### src/rtl/axis_demux.sv
// rtl/axis_demux.sv - packet-atomic AXI-Stream demux, tuser destination on the first beat,
// one FWFT FIFO per sink, out-of-range packets dropped and counted.
module axis_demux #(
  parameter int FIFO_DEPTH = 8,
  parameter int DATA_WIDTH = 32,
  parameter int USER_WIDTH = 8,
  parameter int NUM_SINKS  = 2,
  parameter int DEST_LSB   = 0
) (
  input  logic                             clk,
  input  logic                             rst,
  input  logic                             s_tvalid,
  output logic                             s_tready,
  input  logic                             s_tlast,
  input  logic [USER_WIDTH-1:0]            s_tuser,
  input  logic [DATA_WIDTH-1:0]            s_tdata,
  output logic [NUM_SINKS-1:0]             m_tvalid,
  input  logic [NUM_SINKS-1:0]             m_tready,
  output logic [NUM_SINKS-1:0]             m_tlast,
  output logic [USER_WIDTH*NUM_SINKS-1:0]  m_tuser,
  output logic [DATA_WIDTH*NUM_SINKS-1:0]  m_tdata,
  output logic [15:0]                      dropCount
);

  localparam int DW = (NUM_SINKS > 1) ? $clog2(NUM_SINKS) : 1;
  localparam int AW = $clog2(FIFO_DEPTH);
  localparam int EW = 1 + USER_WIDTH + DATA_WIDTH;
  localparam int NE = 1 << DW;

  generate
    if (NUM_SINKS < 1 || NUM_SINKS > 8) begin : g_bad_num_sinks
      $error("axis_demux: NUM_SINKS must be in 1..8");
    end
    if (DEST_LSB + DW > USER_WIDTH) begin : g_bad_dest_field
      $error("axis_demux: destination field exceeds tuser");
    end
    if (FIFO_DEPTH < 2 || (1 << AW) != FIFO_DEPTH) begin : g_bad_depth
      $error("axis_demux: FIFO_DEPTH must be a power of two >= 2");
    end
  endgenerate

  typedef enum logic [1:0] {SOP, FWD, DROP} state_t;

  state_t          state_q, state_d;
  logic [DW-1:0]   dest_q, dest_d;
  logic [DW-1:0]   dest_in, wr_dest;
  logic            in_range, accept, fwd_beat, drop_inc;
  logic [NE-1:0]   full_ext;
  logic [NUM_SINKS-1:0] wr_en, rd_en;
  logic [15:0]     drop_cnt_q, drop_cnt_d;

  logic [EW-1:0]   mem_q    [NUM_SINKS][FIFO_DEPTH];
  logic [EW-1:0]   mem_d    [NUM_SINKS][FIFO_DEPTH];
  logic [AW-1:0]   wr_ptr_q [NUM_SINKS];
  logic [AW-1:0]   wr_ptr_d [NUM_SINKS];
  logic [AW-1:0]   rd_ptr_q [NUM_SINKS];
  logic [AW-1:0]   rd_ptr_d [NUM_SINKS];
  logic [AW:0]     cnt_q    [NUM_SINKS];
  logic [AW:0]     cnt_d    [NUM_SINKS];

  assign dest_in  = s_tuser[DEST_LSB +: DW];
  assign in_range = ({1'b0, dest_in} < (DW+1)'(NUM_SINKS));

  // Padded to a power of two so any dest value indexes it safely.
  always_comb begin
    full_ext = '0;
    for (int i = 0; i < NUM_SINKS; i++) begin
      full_ext[i] = (cnt_q[i] == (AW+1)'(FIFO_DEPTH));
    end
  end

  always_ff @(posedge clk) begin
    if (rst) begin
      state_q <= SOP;
      dest_q  <= '0;
    end else begin
      state_q <= state_d;
      dest_q  <= dest_d;
    end
  end

  always_comb begin
    state_d = state_q;
    dest_d  = dest_q;
    if (accept) begin
      case (state_q)
        SOP: begin
          if (in_range) begin
            dest_d  = dest_in;
            state_d = s_tlast ? SOP : FWD;
          end else begin
            state_d = s_tlast ? SOP : DROP;
          end
        end
        FWD, DROP: if (s_tlast) state_d = SOP;
        default:   state_d = SOP;
      endcase
    end
  end

  always_comb begin
    s_tready = 1'b0;
    wr_dest  = dest_q;
    fwd_beat = 1'b0;
    if (!rst) begin
      case (state_q)
        SOP: begin
          if (in_range) begin
            wr_dest  = dest_in;
            fwd_beat = 1'b1;
            s_tready = !full_ext[dest_in];
          end else begin
            s_tready = 1'b1;
          end
        end
        FWD: begin
          fwd_beat = 1'b1;
          s_tready = !full_ext[dest_q];
        end
        DROP:    s_tready = 1'b1;
        default: s_tready = 1'b0;
      endcase
    end
    accept   = s_tvalid && s_tready;
    drop_inc = accept && (state_q == SOP) && !in_range;
    for (int i = 0; i < NUM_SINKS; i++) begin
      wr_en[i] = accept && fwd_beat && (wr_dest == DW'(i));
    end
  end

  always_comb begin
    drop_cnt_d = drop_cnt_q;
    if (drop_inc && drop_cnt_q != 16'hFFFF) drop_cnt_d = drop_cnt_q + 16'd1;
    for (int i = 0; i < NUM_SINKS; i++) begin
      rd_en[i]    = (cnt_q[i] != '0) && m_tready[i];
      wr_ptr_d[i] = wr_ptr_q[i] + AW'(wr_en[i]);
      rd_ptr_d[i] = rd_ptr_q[i] + AW'(rd_en[i]);
      cnt_d[i]    = cnt_q[i] + (AW+1)'(wr_en[i]) - (AW+1)'(rd_en[i]);
      mem_d[i]    = mem_q[i];
      if (wr_en[i]) mem_d[i][wr_ptr_q[i]] = {s_tlast, s_tuser, s_tdata};
    end
  end

  always_ff @(posedge clk) begin
    mem_q <= mem_d;
    if (rst) begin
      drop_cnt_q <= '0;
      for (int i = 0; i < NUM_SINKS; i++) begin
        wr_ptr_q[i] <= '0;
        rd_ptr_q[i] <= '0;
        cnt_q[i]    <= '0;
      end
    end else begin
      drop_cnt_q <= drop_cnt_d;
      for (int i = 0; i < NUM_SINKS; i++) begin
        wr_ptr_q[i] <= wr_ptr_d[i];
        rd_ptr_q[i] <= rd_ptr_d[i];
        cnt_q[i]    <= cnt_d[i];
      end
    end
  end

  generate
    for (genvar g = 0; g < NUM_SINKS; g++) begin : g_sink
      assign m_tvalid[g] = (cnt_q[g] != '0);
      assign {m_tlast[g], m_tuser[g*USER_WIDTH +: USER_WIDTH], m_tdata[g*DATA_WIDTH +: DATA_WIDTH]} =
        mem_q[g][rd_ptr_q[g]];
    end
  endgenerate

  assign dropCount = drop_cnt_q;

endmodule

### config.mk
export PLATFORM = sky130hd
export DESIGN_NAME = axis_demux
export DESIGN_NICKNAME = d
export VERILOG_FILES = /design/src/rtl/axis_demux.sv
export SDC_FILE = /design/constraint.sdc
export NUM_CORES = 1
export LEC_CHECK = 0
export ABC_AREA = 1
export CORE_ASPECT_RATIO = 0.8
export CORE_MARGIN = 10
export CORE_UTILIZATION = 56
export CTS_BUF_LIST = sky130_fd_sc_hd__clkbuf_8
export CTS_CLUSTER_DIAMETER = 100
export CTS_CLUSTER_SIZE = 25
export DETAILED_ROUTE_END_ITERATION = 7
export PLACE_DENSITY_LB_ADDON = 0.05
export SYNTH_ARGS = -nofsm -noshare
export SYNTH_HDL_FRONTEND = slang
export SYNTH_SLANG_ARGS = --single-unit
### constraint.sdc
create_clock -name clk -period 3.47 [get_ports clk]
set_input_delay 0.5205 -clock clk [delete_from_list [all_inputs] [get_ports clk]]
set_output_delay 0.5205 -clock clk [all_outputs]
set_load 0.02 [all_outputs]
Word level (Yosys, flattened, before mapping)
Memories as Yosys holds them, arrays and structs flattened.
Cells that the tools add are included.
- add/subtract/negate cells: 8
- order comparisons: 8
- equal/unequal tests: 5
- muxes and demuxes: 34
- bitwise logic cells: 11
- reduce and logical (&&, ||, !) cells: 16
- operators with widths (operator ; count):
    $bwmux 328 ; 2
    $bmux 41 s3 ; 2
    $demux 41 s3 ; 2
    $mux 41 ; 6
    $ge 4x4->1 const B ; 4
    $not 3->4 ; 4
    $mux 1 ; 13
    $add 3x1->3 ; 4
    $mux 3 ; 4
    $add 4x1->4 ; 2
    $eq 4x4->1 const B ; 2
    $logic_and 1x1->1 ; 8
    $lt 4x1->1 const B ; 2
    $mux 4 ; 2
    $reduce_bool 4->1 ; 2
    $sub 4x1->4 ; 2
    $or 1x1->1 ; 6
    $lt 1x2->1 const B ; 2
    $pmux 2 s2 ; 1
    $reduce_or 2->1 ; 2
    $pmux 1 s3 ; 1
    $eq 2x1->1 const B ; 1
    $eq 2x2->1 const B ; 1
    $logic_not 1->1 ; 2
    5 further kinds ; 5
- register bits after elaboration: 659
- memory bits (writable): 20
- input port bits: 46
- output and inout bits: 101
- logic and storage cells: 103
- memories: 3
- memory list (name ; depth ; width ; read ports ; clocked after Yosys merged registers in ; wr ports ; line ; source):
    cnt_q ; 2 ; 4 ; 2 ; 0 ; 2 ; 58 ; logic [AW:0] cnt_q [NUM_SINKS];
    rd_ptr_q ; 2 ; 3 ; 2 ; 0 ; 2 ; 56 ; logic [AW-1:0] rd_ptr_q [NUM_SINKS];
    wr_ptr_q ; 2 ; 3 ; 2 ; 0 ; 2 ; 54 ; logic [AW-1:0] wr_ptr_q [NUM_SINKS];

Logic depth before layout (Yosys ltp)
Gate-level depths: netlist of run 1.
An unclocked memory read counts as a cell.
- depth after elaboration: 13
- mapped depth: 16
- gate-level depth less buffers: 16

Worst setup path before layout of run 1
Ideal clock, no wire load.
- path type: input to register
- from: input rst
- to: register mem_q[369] (netlist bit), enable pin
- arrival time: 2.994 ns
- required time: 3.031 ns
- slack: 0.037 ns
- stages: 5
- buffers on the path: 1
- cell sequence: buf_2 > inv_1 > nand4_1 > or2_2 > nor2_1
- cells in the longest elaborated chain, start to end: 4
- elaborated cells between the ends (all ways): 7
- classes of those cells: mux (3); bitwise (1); reduce/logical (3)
- RTL lines (element ; line ; source):
    start, declared ; 11 ; input logic rst,
    $mux 1 ; 105 ; if (!rst) begin
    $logic_and 1x1->1 ; 124 ; accept = s_tvalid && s_tready;
    $logic_and 1x1->1 ; 127 ; wr_en[i] = accept && fwd_beat && (wr_dest == DW'(i));
    $logic_and 1x1->1 (*) ; 127 ;
    end signal, assigned ; 145 ; mem_q <= mem_d;
    end, declared ; 52 ; logic [EW-1:0] mem_q [NUM_SINKS][FIFO_DEPTH];
Mark *: on every way between the ends. The rest lies on a longest branch, timed or not.
A chain may end at the register's enable or synchronous reset.

==> results of run 1 <==
==> final cells by class <==
type	instances	area share
clock inverter	13	0.002535
clock buffer	31	0.01441
sequential	678	0.6808
timing repair buffer	185	0.07036
inverter	44	0.005620
tap	620	0.02620
multi-input combinational	1036	0.2001
==> logic make-up (layout without fill, tap and decap cells) <==
family	after synthesis	in the layout
adders and majority gates	22	22
and+or+nand+nor	494	494
other	1	16
buffers and inverters	169	273
DFF	678	678
xor gates and xnor gates	5	5
muxes	164	164
AOI/OAI and AO/OA	335	335
==> layer usage <==
layer | global-route usage | vias up
met5 | 0 | -
met4 | 0.03424 | 0
met3 | 0.02534 | 51
met2 | 0.3241 | 395
met1 | 0.2809 | 7516
li1 | - | 7050
==> metrics by stage <==
step | setup slack [ns] | hold WS (ns) | instances | total power (µW) | util
2_1_floorplan | 0.03674 | 0.4633 | 1883 | 13210 | -
3_3_place_gp | 0.6107 | 0.4912 | 2558 | 15100 | 0.6148
6_report | 0.1353 | 0.5331 | 2607 | 18160 | 0.6277
3_5_place_dp | 0.4901 | 0.5261 | 2558 | 15180 | 0.6148
5_1_grt | 0.004796 | 0.5162 | 2607 | 19080 | 0.6277
4_1_cts | 0.0003020 | 0.4791 | 2603 | 18260 | 0.6260
==> repair_timing <==
action | CTS | global route
gates resized for setup | 3 | 8
setup buffers | 1 | 4
setup endpoints to repair | 6 | 41
hold endpoints to repair | 0 | 0
hold buffers | 0 | 0
==> worst max-delay path, cell delays in order, from the launching register on <==
cell	delay, ns
dfxtp_4	0.51
buf_16	0.31
o21ai_0	0.18
o22ai_1	0.19
nand2_1	0.07
nand2_1	0.11
clkdlybuf4s50_1	0.63
==> power by group <==
part | total, µW | internal, µW | switching [µW]
Sequential | 9300 | 9130 | 169
Clock | 3110 | 845 | 2270
Combinational | 5750 | 2310 | 3440
==> state kept, by name, indices dropped and copies added (netlist names) <==
| name | count |
|---|---|
| wr_ptr_q | 6 |
| cnt_q | 8 |
| mem_q | 656 |
| dest_q | 1 |
| state_q | 1 |
| rd_ptr_q | 6 |
==> path summary, 6_finish.rpt <==
check | from | to | slack (ns) | depth (start not counted)
setup / recovery | rd_ptr_q[0][0] | m_tdata[23] | 0.14 | 6
setup reg to reg | cnt_q[0][2] | cnt_q[0][6] | 0.99 | 14
hold / removal | s_tvalid | state_q[0] | 0.53 | 4
hold reg to reg | dest_q | dest_q | 0.54 | 2
==> cell usage in the layout, fill, tap and decap left out, drive strengths merged, types with 3 or more instances in the layout <==
master	n
mux2i	164
clkbuf	31
dlymetal6s2s	6
o21ai	166
inv	55
o22ai	164
edfxtp	656
nand2	270
conb	16
a21oi	3
xnor2	4
clkdlybuf4s50	124
dfxtp	22
nand3	8
ha	20
buf	55
nor2	212
==> summary.txt, run 1 <==
post-synthesis mux area share - 0.06115
Max-Cap Viols - 0
DRT antenna net count - 0
CTS buffer count - 31
# setup viols final - 0
Final Cell Area - 29610 µm²
Cell Rows - 71
HPWL after detailed placement - 32950 µm
leak pwr - 0.009752 µW
synth cell count leaders - edfxtp_1 (656), nand2_1 (268), nor2_1 (203)
top layer in use - met4
Worst Path Arrival - 2.81 ns
Post-Synthesis Cell Area - 26840 µm²
Critical Path RT - 2.95 ns
Mean Syn Cell Area - 14.37 µm²
htree depth - 1
critical path type - register to output port
Synth area leaders - edfxtp_1 (73%), mux2i_1 (6.1%), o22ai_1 (3.8%), nand2_1 (3.7%), o21ai_0 (3.1%)
Crit Path Max Fanout - 70
setup TNS - 0 ns
Critical Path End Type - output port
Ports - 147
DR WL met3 - 3133 µm
period utilization - 0.9610
Slew Viols, Final - 0
met2 WL - 27560 µm
Final min period - 3.335 ns
area leader, netlist - edfxtp_1
status - complete, no violations
wire length per cell - 22.07 µm
Via Count - 15.01k
Post-synth top flop - edfxtp_1
Clock Tree Buf Depth - 3
main combinational cell family by area after synthesis - simple AND/OR/NAND/NOR gates
vias per cell - 5.758
worst-margin pin slew - 0.7777 ns
worst skew pair latency - 0.70 ns
Initial Util - 0.5691
number of inserted diodes - 0
ys async rst share - 0
f_max - 0.2999 GHz
Cell Area, Placed - 29000 µm²
Yosys top cell area share - 0.7338
die width - 264.8 µm
area occupied by multi-input gates - 5924 µm²
number of fill cells - 3496
share of cells above drive strength 1 - 0.05939
clk slew on worst S/H paths - 0.15 ns
port bufs - 130
placer congestion estimate - 0.7590
Post-Synth Simple-Gate Area - 0.07085
clock sinks - 678
Synth Area in XOR/XNOR - 0.001631
vias in the first global route - 14.86k
Nets - 2044
Final Hold Fails - 0
total track usage - 0.1968
area delta synth->final - 10.30%
total grt overflow - 0
WL met1 - 25940 µm
Root Buffer - clkbuf_8
startpoint types - register
Clock Skew - 0.04090 ns
initial antenna violation count - 1
# DRC - 0
Mapped Cells - 1868
compound-gate portion of the synthesized area - 0.07029
peak supply drop - 0.0004789 V
pwr/cell area - 613.4 nW/µm²
Yosys cell types - 31
final WL - 57530 µm
CTS tree - built
register area share after synthesis - 0.7503
#FFs+latches synth - 678
RSZ-0062 raised after global routing - no
1st-iter DRT viols - 1427
adder-cell share of the synthesized area - 0.01081
count leader, synth - edfxtp_1
Worst slew margin - 0.4799
first-pass GRT wire length - 88220 µm
largest net degree at the start of global routing - 71
1st-pass router iterations - 5
Core ar. - 47170 µm²
worst hold path class - primary input to register
FF/Latch Area - 20160 µm²
Die H - 215.8 µm
Syn. warnings - 0
Post-synth EDFFs - 656
DIE AREA - 57150 µm²
(Power assumes the default switching activity.)
==> inputs of run 2 (changes only) <==
- CORE_UTILIZATION: 56 -> 50
==> run 2 against run 1 <==
Critical path depth unchanged. Worst hold slack worse by 0.017 ns. First-iteration DRC count down 9.6%. Clock power about the same. Critical path type unchanged. Largest power group unchanged. Highest routed layer unchanged.
==> summary.txt, run 2 (synthesized netlist as in run 1, its figures left out) <==
largest reg by FF count - mem_q
Ports - 147 (unchanged)
worst-margin pin slew - 0.6957 ns (-0.08199 ns)
vias in the first global route - 14.98k (+0.81%)
Final Util - 0.5622 (-0.06549)
area delta synth->final - 10.45%
worst hold path class - primary input to register
Clock Tree Buf Depth - 3 (unchanged)
wire length per cell - 22.35 µm (+1.3%)
hold path start - s_tvalid
Cell Rows - 75 (+5.6%)
Buf+Inv Stages, Crit Path - 2 (unchanged)
DRT antenna net count - 0 (unchanged)
Final min period - 3.364 ns (+0.02917 ns)
Largest regs - mem_q: 656 flops, cnt_q: 8 flops
HPWL after detailed placement - 33030 µm (+0.23%)
Critical Path RT - 2.95 ns (about the same)
total grt overflow - 0 (unchanged)
Worst slew margin - 0.5362 (+0.05628)
1st-iter DRT viols - 1290 (-9.6%)
1st-pass router iterations - 4 (-1)
CP cell instances - bufbuf_16, mux2i_1, o22ai_1, nand2_1, nand2_1, clkdlybuf4s50_1
DIE AREA - 63410 µm² (+11%)
max FFs per register - 656 (unchanged)
first-pass GRT wire length - 92150 µm (+4.5%)
CTS buffer count - 31 (unchanged)
clock sinks - 678 (unchanged)
initial antenna violation count - 1 (unchanged)
CP max stage cell - clkdlybuf4s50_1
CTS Hold Bufs - 0 (unchanged)
delay-heaviest family, CP - buffers and inverters
Nets - 2036 (-0.39%)
die width - 279.1 µm (+5.4%)
Most common cell on crit path - nand2_1
# DRC - 0 (unchanged)
Root Buffer - clkbuf_8
Max-Cap Viols - 0 (unchanged)
placer congestion estimate - 0.7363 (-3.0%)
peak supply drop - 0.0004613 V (-3.7%)
R2R Path Start - cnt_q[0][2]
f_max - 0.2973 GHz (-0.87%)
commonest non-fill, non-tap cell in the layout - edfxtp_1
pwr/cell area - 614.8 nW/µm² (+0.23%)
status - complete, no violations
number of fill cells - 4276 (+22%)
critical path type - register to output port
dpl cells - 2626 (+2.7%)
Die H - 227.2 µm (+5.3%)
Worst Path Arrival - 2.84 ns (+0.03 ns)
Crit Path Max Fanout - 55 (-21%)
Critical Path End Type - output port
clk slew on worst S/H paths - 0.15 ns (about the same)
final WL - 59750 µm (+3.9%)
worst skew pair latency - 0.70 ns (about the same)
Initial Util - 0.5090 (-0.06006)
startpoint types - register
vias per cell - 5.588 (-3.0%)
Clock Skew - 0.04354 ns (+0.002638 ns)
largest net degree at the start of global routing - 90 (+27%)
CTS tree - built
share of cells above drive strength 1 - 0.05558 (-0.003802)
Via Count - 14.94k (-0.51%)
Final Hold Fails - 0 (unchanged)
leak pwr - 0.009667 µW (-0.87%)
htree depth - 1 (unchanged)
port bufs - 130 (unchanged)
# setup viols final - 0 (unchanged)
Layout Cells excl Fill - 2673 (+2.5%)
start point of the critical path - rd_ptr_q[0][0]
RSZ-0062 raised after global routing - yes
crit-path max cell delay - 0.65 ns (+0.02 ns)
total track usage - 0.1878 (-0.008957)
period utilization - 0.9694 (+0.008408)
most frequent cells in the layout - edfxtp_1 (656), nand2_1 (268), nor2_1 (195)
Core ar. - 52740 µm² (+12%)
Hold WS - 0.5158 ns (-0.01732 ns)
Slew Viols, Final - 0 (unchanged)
run 2: cell types whose count changed in the layout (fill, tap and decap cells not counted):
| cell | change |
|---|---|
| buf_4 | -11 |
| clkdlybuf4s50_1 | +5 |
| dlymetal6s2s_1 | -5 |
| buf_12 | +3 |
| buf_16 | -3 |
| buf_8 | +2 |
| bufbuf_16 | +1 |
| clkinv_2 | -1 |
| diode_2 | +1 |
| inv_4 | +1 |
run 2: power by group:
| part | internal [µW] | switching [µW] |
|---|---|---|
| combinational | 2290 | 3540 |
| sequential | 9130 | 134 |
| clock | 844 | 2290 |
| total | 12300 | 5960 |
run 2: timing repair:
item | in CTS | in global routing
resized for setup | 5 | 2
cloned | 1 | 0
endpoints found under the setup margin | 27 | 14
buffers inserted | 1 | 0
run 2: metal layers:
metal | vias to the layer above | GRT usage | share of wire
met5 | - | 0 | 0
met2 | 242 | 0.3015 | 0.47
met3 | 50 | 0.02251 | 0.037
met4 | 0 | 0.03396 | 0.016
li1 | 7021 | - | -
met1 | 7623 | 0.2758 | 0.48
run 2: final cells by class:
| cell class | instances | area, µm² | area share |
|---|---|---|---|
| flip-flops and latches | 678 | 20160 | 0.6799 |
| multi-input cells | 1036 | 5924 | 0.1998 |
| well taps | 693 | 867.1 | 0.02925 |
| clock inverters | 13 | 75.07 | 0.002532 |
| clock buffers | 31 | 426.7 | 0.01439 |
| inverters | 44 | 167.7 | 0.005655 |
| repair buffers | 177 | 2028 | 0.06841 |
| diodes | 1 | 2.502 | 0.00008440 |
run 2: path summary, 6_finish.rpt:
check	end	slack, ns	cells after the start
hold / removal	state_q[0]	0.52	4
hold reg to reg	dest_q	0.53	2
setup / recovery	m_tdata[1]	0.11	6
setup reg to reg	cnt_q[0][6]	1.06	14
run 2: worst register-to-register path: stages, from the launching register on:
cell and delay [ns]:
dfxtp_1 0.34, inv_1 0.07, ha_1 0.19, nand2_1 0.10, inv_1 0.05, nand2_1 0.05
nand3_1 0.10, nor2_2 0.17, nand2_2 0.27, inv_1 0.17, ha_1 0.15, inv_1 0.07
fa_1 0.41, xor2_1 0.14, nor2_1 0.05
run 2: per-stage QoR:
step	total power [µW]	instance area (µm²)	setup slack, ns	setup TNS, ns
6_report	18230	29650	0.1061	0
5_1_grt	19170	29650	-0.04455	-0.2252
4_1_cts	18400	29640	0.08399	0
3_5_place_dp	15200	29070	0.5366	0
3_3_place_gp	15150	29070	0.5907	0
2_1_floorplan	13210	26900	0.03674	0
==> inputs of run 3 (changes only) <==
- CORE_MARGIN: 10 -> default
==> run 3 against run 2 <==
The flow now finishes with violations (design-rule violations). Sequential power hardly changed. Utilization is 0.23 points higher. Via count is 0.40% higher. Global-route usage is 3.0 points higher. Die area is 14% lower. Critical path depth is 1 higher. First-iteration DRC count is 0.23% higher. Register-to-register slack worse by 0.04 ns. Wire length is 0.20% lower. Critical path type unchanged. Critical endpoint is now m_tuser[10].
==> summary.txt, run 3 (synthesized netlist as in run 1, its figures left out) <==
worst skew pair latency - 0.69 ns (about the same)
DRT antenna net count - 0 (unchanged)
largest net degree at the start of global routing - 83 (-7.8%)
final WL - 59630 µm (-0.20%)
f_max - 0.2981 GHz (+0.29%)
dpl cells - 2628 (+0.076%)
startpoint types - register
Switch Pwr - 6001 µW (+0.66%)
first-pass GRT wire length - 89470 µm (-2.9%)
Slew Viols, Final - 0 (unchanged)
vias per cell - 5.595 (+0.13%)
number of inserted diodes - 0 (-1)
total grt overflow - 0 (unchanged)
Die H - 209.2 µm (-7.9%)
leak pwr - 0.009751 µW (+0.87%)
vias in the first global route - 14.54k (-2.9%)
Min-Delay Endpoint - dest_q
clock sinks - 678 (unchanged)
Reg2Reg Depth - 14 (unchanged)
die width - 261.1 µm (-6.5%)
peak supply drop - 0.0003878 V (-16%)
1st-pass router iterations - 8 (+4)
period utilization - 0.9666 (-0.002814)
Cell Rows - 75 (unchanged)
Worst Path Arrival - 2.83 ns (about the same)
DIE AREA - 54620 µm² (-14%)
Reg-to-Reg End - cnt_q[0][6]
share of cells above drive strength 1 - 0.06039 (+0.004809)
port bufs - 130 (unchanged)
most frequent cells in the layout - edfxtp_1 (656), nand2_1 (267), nor2_1 (195)
worst hold path class - register to register
flop2flop setup slack - 1.02 ns (-0.04 ns)
clk slew on worst S/H paths - 0.15 ns (about the same)
Clock Skew - 0.04267 ns (-0.0008641 ns)
placer congestion estimate - 0.7528 (+2.2%)
Ports - 147 (unchanged)
P_int - 12360 µW (+0.73%)
combinational share of power - 0.323 (+0.003)
Core ar. - 52740 µm² (unchanged)
Critical Path End Type - output port
Initial Util - 0.5090 (unchanged)
Layout Cells excl Fill - 2680 (+0.26%)
area delta synth->final - 10.91%
pwr/cell area - 616.6 nW/µm² (+0.29%)
# setup viols final - 0 (unchanged)
worst-margin pin slew - 0.8413 ns (+0.1456 ns)
sequential share of power - 0.505 (-0.003)
Final Power - 18360 µW (+0.71%)
CTS buffer count - 31 (unchanged)
Final Util - 0.5645 (+0.002325)
clock power share - 0.171 (about the same)
Max-Cap Viols - 0 (unchanged)
1st-iter DRT viols - 1293 (+0.23%)
largest reg by FF count - mem_q
# DRC - 2 (+2)
initial antenna violation count - 1 (unchanged)
critical path type - register to output port
RSZ-0062 raised after global routing - yes
hold-critical path depth - 2 (-2)
failing checks - design-rule violations
Via Count - 15.00k (+0.40%)
wire length per cell - 22.25 µm (-0.46%)
htree depth - 1 (unchanged)
max FFs per register - 656 (unchanged)
Crit Path Max Fanout - 60 (+9.1%)
Final Hold Fails - 0 (unchanged)
Largest regs - mem_q: 656 flops, cnt_q: 8 flops
switching share of total power - 0.3269 (about the same)
Critical Path RT - 2.95 ns (about the same)
Nets - 2044 (+0.39%)
Clock Tree Buf Depth - 3 (unchanged)
Worst slew margin - 0.4374 (-0.09883)
commonest non-fill, non-tap cell in the layout - edfxtp_1
Final min period - 3.354 ns (-0.009766 ns)
R2R Path Start - cnt_q[0][2]
CTS tree - built
hold path start - dest_q
status - finished with violations
Root Buffer - clkbuf_8
total track usage - 0.2179 (+0.03013)
HPWL after detailed placement - 31880 µm (-3.5%)
==> run 3: layout make-up <==
type | instances | area (µm²)
multi-input combinational | 1036 | 5927
clock inverter | 13 | 78.83
sequential | 678 | 20160
fill | 4234 | 22970
tap | 693 | 867.1
clock buffer | 31 | 426.7
timing repair buffer | 185 | 2150
inverter | 44 | 165.2
==> run 3: power groups by stage <==
stage | Combinational [µW] | Clock, µW | Sequential, µW
final | 5940 | 3140 | 9280
after global routing | 6480 | 3460 | 9300
after CTS | 5840 | 3240 | 9300
after detailed placement | 5730 | 0 | 9530
after global placement | 5680 | 0 | 9520
after floorplan | 3850 | 0 | 9360
==> run 3: what timing repair did <==
action,CTS,global route
buffers inserted,2,5
resized for setup,1,13
gates cloned,0,1
hold buffers,0,0
hold endpoints to repair,0,0
endpoints found under the setup margin,26,27
==> run 3: per-layer routing <==
| metal | GRT usage | vias up | routed length [µm] |
|---|---|---|---|
| li1 | - | 7038 | - |
| met1 | 0.3398 | 7573 | 28660 |
| met2 | 0.3367 | 339 | 27250 |
| met3 | 0.02475 | 45 | 2850 |
| met4 | 0.03388 | 0 | 866 |
| met5 | 0 | - | 0 |
==> run 3: worst max-delay path: stages, from the launching register on <==
cell	delay, ns
dfxtp_4	0.44
inv_2	0.12
buf_16	0.29
nor2_1	0.08
o22ai_1	0.18
nand2_1	0.07
nand2_1	0.25
clkdlybuf4s50_1	0.68
==> run 3: metrics by stage <==
stage,TNS (ns),instance area (µm²),hold slack [ns],worst slack [ns]
floorplan,0,26900,0.4633,0.03674
global route,-0.04034,29770,0.5618,-0.04034
global placement,0,29110,0.4794,0.4892
CTS,0,29640,0.4998,0.01119
detailed placement,0,29110,0.5019,0.4617
finish,0,29770,0.5303,0.1159
==> run 3: worst max-delay path by stage <==
stage,endpoint,slack [ns],startpoint,cells after the start
2_1_floorplan,mem_q[369],0.04,rst,5
3_3_place_gp,cnt_q[0][6],0.49,s_tuser[0],14
3_5_place_dp,cnt_q[0][6],0.46,s_tuser[0],14
4_1_cts,m_tuser[10],0.01,rd_ptr_q[0][3],6
5_1_grt,m_tuser[10],-0.04,rd_ptr_q[0][3],7
6_report,m_tuser[10],0.12,rd_ptr_q[0][3],7
